--- src/rtl/cv32e40p_rf_ecc_scrubber.sv ---
// Background scrubber for the Hamming-protected register file.
// Periodically borrows the RF port, reads one codeword, hands it to the
// external checker, writes corrected data back on a single-bit error and
// logs/flags a double-bit error. Losing the grant mid-pass discards the pass.
module cv32e40p_rf_ecc_scrubber #(
   parameter int NUM_WORDS  = 32,
   parameter int ADDR_WIDTH = 5,
   parameter int FIRST_ADDR = 1,
   parameter int INTERVAL   = 1024,
   parameter int CNT_WIDTH  = 16
) (
   input  logic                  clk,
   input  logic                  rst_n,
   input  logic                  enable_i,
   input  logic                  clear_i,
   output logic                  scrub_req_o,
   input  logic                  scrub_gnt_i,
   output logic [ADDR_WIDTH-1:0] raddr_o,
   input  logic [37:0]           rdata_i,
   output logic [37:0]           chk_codeword_o,
   input  logic [31:0]           chk_data_i,
   input  logic                  chk_single_err_i,
   input  logic                  chk_double_err_i,
   output logic                  we_o,
   output logic [ADDR_WIDTH-1:0] waddr_o,
   output logic [31:0]           wdata_o,
   output logic [CNT_WIDTH-1:0]  sec_count_o,
   output logic [CNT_WIDTH-1:0]  ded_count_o,
   output logic [ADDR_WIDTH-1:0] ded_addr_o,
   output logic                  ded_irq_o,
   output logic                  sweep_done_o
);

   localparam int IW = (INTERVAL > 1) ? $clog2(INTERVAL) : 1;
   localparam logic [IW-1:0]         IVL_LAST   = IW'(INTERVAL - 1);
   localparam logic [ADDR_WIDTH-1:0] ADDR_FIRST = ADDR_WIDTH'(FIRST_ADDR);
   localparam logic [ADDR_WIDTH-1:0] ADDR_LAST  = ADDR_WIDTH'(NUM_WORDS - 1);

   typedef enum logic [2:0] {
      S_IDLE, S_REQ, S_READ, S_CHECK, S_WRITE, S_NEXT
   } state_t;

   state_t                state_q, state_d;
   logic [ADDR_WIDTH-1:0] cur_addr_q;
   logic [IW-1:0]         ivl_cnt_q;
   logic [37:0]           cw_q;
   logic [31:0]           wdata_q;
   logic [CNT_WIDTH-1:0]  sec_cnt_q, ded_cnt_q;
   logic [ADDR_WIDTH-1:0] ded_addr_q;
   logic                  ded_irq_q;

   // Checker results only count when the pass still owns the port.
   logic sec_evt, ded_evt;
   assign ded_evt = (state_q == S_CHECK) && scrub_gnt_i && chk_double_err_i;
   assign sec_evt = (state_q == S_CHECK) && scrub_gnt_i && chk_single_err_i && !chk_double_err_i;

   // Next-state and combinational outputs; outputs are idle-zero by default.
   always_comb begin
      state_d        = state_q;
      scrub_req_o    = 1'b0;
      raddr_o        = '0;
      chk_codeword_o = '0;
      we_o           = 1'b0;
      waddr_o        = '0;
      wdata_o        = '0;
      sweep_done_o   = 1'b0;
      case (state_q)
         S_IDLE: begin
            if (enable_i && ivl_cnt_q == IVL_LAST) state_d = S_REQ;
         end
         S_REQ: begin
            scrub_req_o = 1'b1;
            raddr_o     = cur_addr_q;
            if (scrub_gnt_i) state_d = S_READ;
         end
         S_READ: begin
            scrub_req_o = 1'b1;
            raddr_o     = cur_addr_q;
            state_d     = scrub_gnt_i ? S_CHECK : S_REQ;
         end
         S_CHECK: begin
            scrub_req_o    = 1'b1;
            chk_codeword_o = cw_q;
            if (!scrub_gnt_i)          state_d = S_REQ;
            else if (chk_double_err_i) state_d = S_NEXT;
            else if (chk_single_err_i) state_d = S_WRITE;
            else                       state_d = S_NEXT;
         end
         S_WRITE: begin
            scrub_req_o = 1'b1;
            we_o        = scrub_gnt_i;
            waddr_o     = cur_addr_q;
            wdata_o     = wdata_q;
            state_d     = scrub_gnt_i ? S_NEXT : S_REQ;
         end
         S_NEXT: begin
            sweep_done_o = (cur_addr_q == ADDR_LAST);
            state_d      = S_IDLE;
         end
         default: state_d = S_IDLE;
      endcase
   end

   // State, address walk, interval timer and captured codeword/data.
   always_ff @(posedge clk or negedge rst_n) begin
      if (!rst_n) begin
         state_q    <= S_IDLE;
         cur_addr_q <= ADDR_FIRST;
         ivl_cnt_q  <= '0;
         cw_q       <= '0;
         wdata_q    <= '0;
      end else begin
         state_q <= state_d;
         if (state_q == S_IDLE && enable_i)
            ivl_cnt_q <= (ivl_cnt_q == IVL_LAST) ? '0 : ivl_cnt_q + 1'b1;
         if (state_q == S_READ && scrub_gnt_i)
            cw_q <= rdata_i;
         if (sec_evt)
            wdata_q <= chk_data_i;
         if (state_q == S_NEXT)
            cur_addr_q <= (cur_addr_q == ADDR_LAST) ? ADDR_FIRST : cur_addr_q + 1'b1;
      end
   end

   // Saturating error counters and double-error log; a same-cycle event wins over clear.
   always_ff @(posedge clk or negedge rst_n) begin
      if (!rst_n) begin
         sec_cnt_q  <= '0;
         ded_cnt_q  <= '0;
         ded_addr_q <= '0;
         ded_irq_q  <= 1'b0;
      end else begin
         if (clear_i)                         sec_cnt_q <= sec_evt ? CNT_WIDTH'(1) : '0;
         else if (sec_evt && ~&sec_cnt_q)     sec_cnt_q <= sec_cnt_q + 1'b1;
         if (clear_i)                         ded_cnt_q <= ded_evt ? CNT_WIDTH'(1) : '0;
         else if (ded_evt && ~&ded_cnt_q)     ded_cnt_q <= ded_cnt_q + 1'b1;
         if (ded_evt) begin
            ded_addr_q <= cur_addr_q;
            ded_irq_q  <= 1'b1;
         end else if (clear_i) begin
            ded_addr_q <= '0;
            ded_irq_q  <= 1'b0;
         end
      end
   end

   assign sec_count_o = sec_cnt_q;
   assign ded_count_o = ded_cnt_q;
   assign ded_addr_o  = ded_addr_q;
   assign ded_irq_o   = ded_irq_q;

endmodule
--- config.mk ---
export PLATFORM = sky130hd
export DESIGN_NAME = cv32e40p_rf_ecc_scrubber
export DESIGN_NICKNAME = d
export VERILOG_FILES = /design/src/rtl/cv32e40p_rf_ecc_scrubber.sv
export SDC_FILE = /design/constraint.sdc
export NUM_CORES = 1
export LEC_CHECK = 0
export BUFFER_PORTS_ARGS = -buffer_cell sky130_fd_sc_hd__buf_4
export CAP_MARGIN = 20
export CELL_PAD_IN_SITES_DETAIL_PLACEMENT = 1
export CELL_PAD_IN_SITES_GLOBAL_PLACEMENT = 2
export CORE_MARGIN = 10
export CORE_UTILIZATION = 31
export DETAILED_ROUTE_END_ITERATION = 10
export PLACE_DENSITY = 0.89
export SETUP_SLACK_MARGIN = 0.1
export SYNTH_ARGS = -nofsm -noshare
export SYNTH_HDL_FRONTEND = slang
export SYNTH_SLANG_ARGS = --single-unit
--- constraint.sdc ---
create_clock -name clk -period 2.5 [get_ports clk]
set_input_delay 0.75 -clock clk [delete_from_list [all_inputs] [get_ports clk]]
set_output_delay 0.75 -clock clk [all_outputs]
set_load 0.03 [all_outputs]
Word-level counts from Yosys, hierarchy flattened. Cells that the tools add are included.

Register bits: 126. Input port bits: 77. Output and inout bits: 121. Word-level logic and storage cells: 70.

$add $sub $neg: 4. Eq/ne operators: 9. Mux-type cells: 27. Reductions and logical operators: 21.

Operator list (number): $mux W16 (4); $mux W38 (1); $add A16 B1 Y16 const B (2); $mux W32 (1); $reduce_and A16 Y1 (2); $mux W5 (5); $pmux W3 S5 (1); $mux W3 (4); $add A10 B1 Y10 const B (1); $eq A10 B10 Y1 const B (1); $mux W10 (1); $logic_and A1 B1 Y1 (9); $mux W1 (9); $eq A3 B2 Y1 const B (2); $eq A3 B3 Y1 const B (2); $reduce_bool A2 Y1 (3); $add A5 B1 Y5 const B (1); $eq A5 B5 Y1 const B (1); $ne A2 B2 Y1 const B (2); $reduce_or A4 Y1 (1); $eq A3 B1 Y1 const B (1); $logic_not A1 Y1 (3); $logic_not A3 Y1 (1); $mux W2 (1); other kinds (2) (2).

Depth between registers and ports, before layout.
Word-level depth: 7. Depth in mapped cells: 7. Mapped depth without buffers: 6.

Worst setup path before layout. No wires, ideal clock.

Kind: register -> output. From: register cur_addr_q[0]. To: output sweep_done_o. Arrival time: 1.562 ns. Required time: 1.750 ns. Setup slack: 0.188 ns. Stages on the path, launching flop included: 6. Buffers on the path: 0. Cell sequence: dfstp_2 -> ha_1 -> and3_1 -> ha_1 -> inv_1 -> nor2_1.

Longest elaborated chain between the ends: 2.

Ends and longest elaborated chain: from (decl) (line 44) `logic [ADDR_WIDTH-1:0] cur_addr_q;`; from (signal assigned) (line 121) `cur_addr_q <= (cur_addr_q == ADDR_LAST) ? ADDR_FIRST : cur_addr_q + 1'b1;`; $eq A5 B5 Y1 (line 97) `sweep_done_o = (cur_addr_q == ADDR_LAST);`; $mux W1 (line 67) `case (state_q)`; to (decl) (line 31) `output logic sweep_done_o`.

Every way passes these cells.

Worst setup path after layout.
From: register state_q[1]. To: output chk_codeword_o[14].

Longest elaborated chain between the ends: 2.

Ends and longest elaborated chain: from (decl) (line 43) `state_t state_q, state_d;`; from (signal assigned) (line 113) `state_q <= state_d;`; $eq A3 B2 Y1 (line 67); $mux W38 (line 67); to (decl) (line 20) `output logic [37:0] chk_codeword_o,`.

Every way passes these cells.

==> impl_metrics.py <==
metrics = {
    "status": {
        "status": "finished clean",
    },
    "setup_path": {
        "crit_arrival_ps": 1710,
        "crit_path_end_kind": "output pin",
        "cp_max_fo": 8,
        "cp_data_required_time_ps": 1750,
        "critPathKind": "reg -> out",
        "start_kind": "register",
    },
    "place": {
        "place_ws_ps": 88.2,
        "hpwlAfterDp_um": 13300,
        "portBuffers": 197,
        "place_area_um2": 7920,
        "globalplace.congestion": 0.756,
    },
    "clocking": {
        "cts_hold_buf": 0,
        "path_clk_slew_ps": 60,
        "clock_sinks": 126,
        "htree_levels": 4,
        "cts-root-buf": "clkbuf_16",
        "cts_buffer_depth": 2,
        "clk-insertion-delay-late_ps": 410,
        "cts_buffers": 17,
        "cts_tree": "yes",
    },
    "route": {
        "drc": 0,
        "viasPerCell": 4.72,
        "firstDrtPassIters": 4,
        "drt-total-wl_um": 19700,
        "ant_nets": 0,
        "drt_iter0_markers": 187,
        "num_vias": 4959,
        "wire_per_inst_um": 18.7,
    },
    "floorplan": {
        "fp.dieW_um": 160,
        "std_cell_rows": 51,
        "die_y_um": 160,
        "start_util_pct": 31.3,
        "ioPinCount": 198,
        "core_area_um2": 19300,
        "dieArea_um2": 25500,
    },
    "sta": {
        "max_freq_mhz": 406,
        "slew_headroom_pct": 64.2,
        "min_period_over_period_pct": 98.5,
        "final.setup_skew_ps": 12.7,
        "finalSetupViolCount": 0,
        "rsz0062_at_grt": "yes",
        "finalMaxSlewViolations": 0,
        "fin_ws_ps": 38.4,
        "worstMarginPinSlew_ps": 532,
        "min_period_ps": 2460,
        "finalHoldViolations": 0,
    },
    "final_layout": {
        "drive_above_1_share_pct": 55.0,
        "area_growth_pct": 56.5,
        "fin_util_pct": 49.0,
        "antennaDiodeCount": 0,
        "fin_area_um2": 9470,
        "fin_nets": 855,
    },
    "yosys": {
        "ys_seq_area_share_pct": 52.1,
        "syn_avg_cell_area_um2": 11.1,
        "synthArstFlopShare_pct": 100,
        "syn-num-nets": 629,
        "yosysWarnings": 0,
        "synth_edf_count": 0,
        "synthFlopType": "dfrtp_1",
        "syn_area_um2": 6050,
        "postSynthCellCount": 547,
        "ys_ff_latch": 126,
        "ys_types": 50,
    },
    "global_routing": {
        "grt_max_degree": 51,
        "track_usage_pct": 15.1,
        "grt_overflow_total": 0,
        "grt_pass1_vias": 5322,
        "grt_first_pass_wirelength_um": 31000,
        "antenna_found_initial": 0,
    },
    "pwr": {
        "powerDensity_nw_per_um2": 895,
        "peakVddDrop_uv": 520,
        "fin_total_pwr_mw": 8.47,
        "p_leak_nw": 4.38,
    },
    "run": {
        "cap_violations": 0,
    },
    "worst_hold_path": {
        "hold_path_class": "in -> async",
    },
}
-- through the flow --
stage / TNS [ps] / cells / hold slack, ps
after floorplan: 0 / 547 / 454
after global placement: 0 / 995 / 473
after detailed placement: 0 / 995 / 482
after CTS: 0 / 1046 / 306
after global routing: -1250 / 1051 / 317
final: 0 / 1051 / 298
-- state kept, by name (all words and copies together) (netlist names) --
register	flops
wdata_q	32
ded_irq_o	1
ivl_cnt_q	10
ded_addr_o	5
sec_count_o	16
ded_count_o	16
cur_addr_q	5
cw_q	38
state_q	3
-- power breakdown --
| group | internal, mW | switching, mW | leakage [nW] |
|---|---|---|---|
| Sequential | 2.69 | 0.381 | 1.63 |
| Clock | 1.66 | 0.965 | 0.293 |
| Combinational | 1.53 | 1.24 | 2.46 |
-- cell usage after synthesis (2+ instances only) --
| cell type | number | share of area [%] |
|---|---|---|
| mux2_2 | 72 | 13 |
| xnor2_1 | 21 | 3.0 |
| buf_2 | 13 | 1.1 |
| nand4_1 | 10 | 1.0 |
| and3_1 | 8 | 0.83 |
| and2_1 | 84 | 8.7 |
| a21o_1 | 2 | 0.25 |
| nor3_1 | 12 | 0.99 |
| clkbuf_1 | 12 | 0.74 |
| nor4_1 | 9 | 0.93 |
| nor3b_1 | 2 | 0.25 |
| a211oi_1 | 2 | 0.25 |
| nor2_1 | 31 | 1.9 |
| buf_6 | 2 | 0.37 |
| nor2b_1 | 2 | 0.21 |
| o21ai_0 | 21 | 1.7 |
| or3_1 | 2 | 0.21 |
| o21a_1 | 2 | 0.25 |
| a21oi_1 | 8 | 0.66 |
| nand3_1 | 16 | 1.3 |
| or2_2 | 2 | 0.21 |
| xor2_1 | 9 | 1.3 |
| or4_4 | 2 | 0.37 |
| nand4_2 | 2 | 0.41 |
| inv_1 | 8 | 0.50 |
| nand2_1 | 38 | 2.4 |
| and4_1 | 2 | 0.29 |
| dfrtp_1 | 125 | 52 |
| mux2i_1 | 3 | 0.50 |
| ha_1 | 5 | 1.0 |
-- cells by family (layout without fill, tap and decap cells) --
family | count (synthesis) | after routing | share of synthesized area, %
AOI/OAI and AO/OA | 43 | 43 | 4.20
xor gates and xnor gates | 30 | 30 | 4.34
adders and majority gates | 5 | 5 | 1.03
buffers and inverters | 35 | 274 | 2.69
DFF | 126 | 126 | 52.1
muxes | 75 | 75 | 13.9
and+or+nand+nor | 233 | 233 | 21.7
-- area by class of cell --
type                       count  area (um^2)
clock inverter                11          155
tap                          265          332
multi-input combinational    386         3010
fill                        2055         9870
timing repair buffer         234         2310
clock buffer                  21          470
inverter                       8         30.0
sequential                   126         3160
-- critical path, stage by stage (launching register included) --
cell and delay [ps]:
dfrtp_2 390, buf_6 150, nand2_4 60, nor2_4 150, buf_12 130, clkbuf_16 150
and2_4 140, buf_6 120
-- metal layers --
| metal | GRT usage (%) | wire (um) | up-vias |
|---|---|---|---|
| met3 | 5.81 | 1360 | 10 |
| li1 | - | - | 2341 |
| met2 | 24.7 | 9640 | 117 |
| met5 | 0 | 0 | - |
| met1 | 18.3 | 8510 | 2491 |
| met4 | 4.13 | 173 | 0 |
-- cell usage in the layout, fill, tap and decap left out, types with 3 or more instances in the layout --
master | synthesis | final
dfrtp_1 | 125 | 122
xor2_1 | 9 | 9
inv_1 | 8 | 7
o21ai_0 | 21 | 21
clkbuf_16 | 0 | 19
dfrtp_2 | 0 | 3
and2_4 | 0 | 68
ha_1 | 5 | 3
nand3_1 | 16 | 16
nor2_1 | 31 | 27
buf_4 | 0 | 135
clkbuf_8 | 0 | 3
nor4_1 | 9 | 9
clkinvlp_4 | 0 | 4
mux2i_1 | 3 | 3
bufinv_16 | 0 | 3
and3_1 | 8 | 7
buf_12 | 0 | 8
xnor2_1 | 21 | 20
nor3_1 | 12 | 11
buf_16 | 0 | 5
and2_1 | 84 | 16
nand4_1 | 10 | 10
nand2_1 | 38 | 37
mux2_2 | 72 | 72
a21oi_1 | 8 | 8
buf_6 | 2 | 83
-- timing repair --
action	4_1_cts	5_1_grt
pin swaps	18	34
resized for setup	95	83
setup buffers	15	3
gates cloned	5	2
endpoints found under the setup margin	82	83
-- worst paths after layout --
| kind | cells past startpoint | to | slack, ps | from |
|---|---|---|---|---|
| setup / recovery | 7 | chk_codeword_o[14] | 40 | state_q[1]$_DFFE_PN0P_ |
| hold / removal | 1 | sec_count_o[15]$_DFFE_PN0P_ | 300 | rst_n |
| min in group clk | 1 | ded_irq_o$_DFFE_PN0P_ | 490 | ded_irq_o$_DFFE_PN0P_ |
| hold reg to reg | 1 | ded_irq_o$_DFFE_PN0P_ | 490 | ded_irq_o$_DFFE_PN0P_ |
| setup reg to reg | 6 | ded_count_o[6]$_DFFE_PN0P_ | 370 | state_q[2]$_DFFE_PN0P_ |
| max in group asynchronous | 2 | wdata_q[5]$_DFFE_PN0P_ | 1530 | rst_n |
Note: power is estimated with default switching activity, not from simulation.
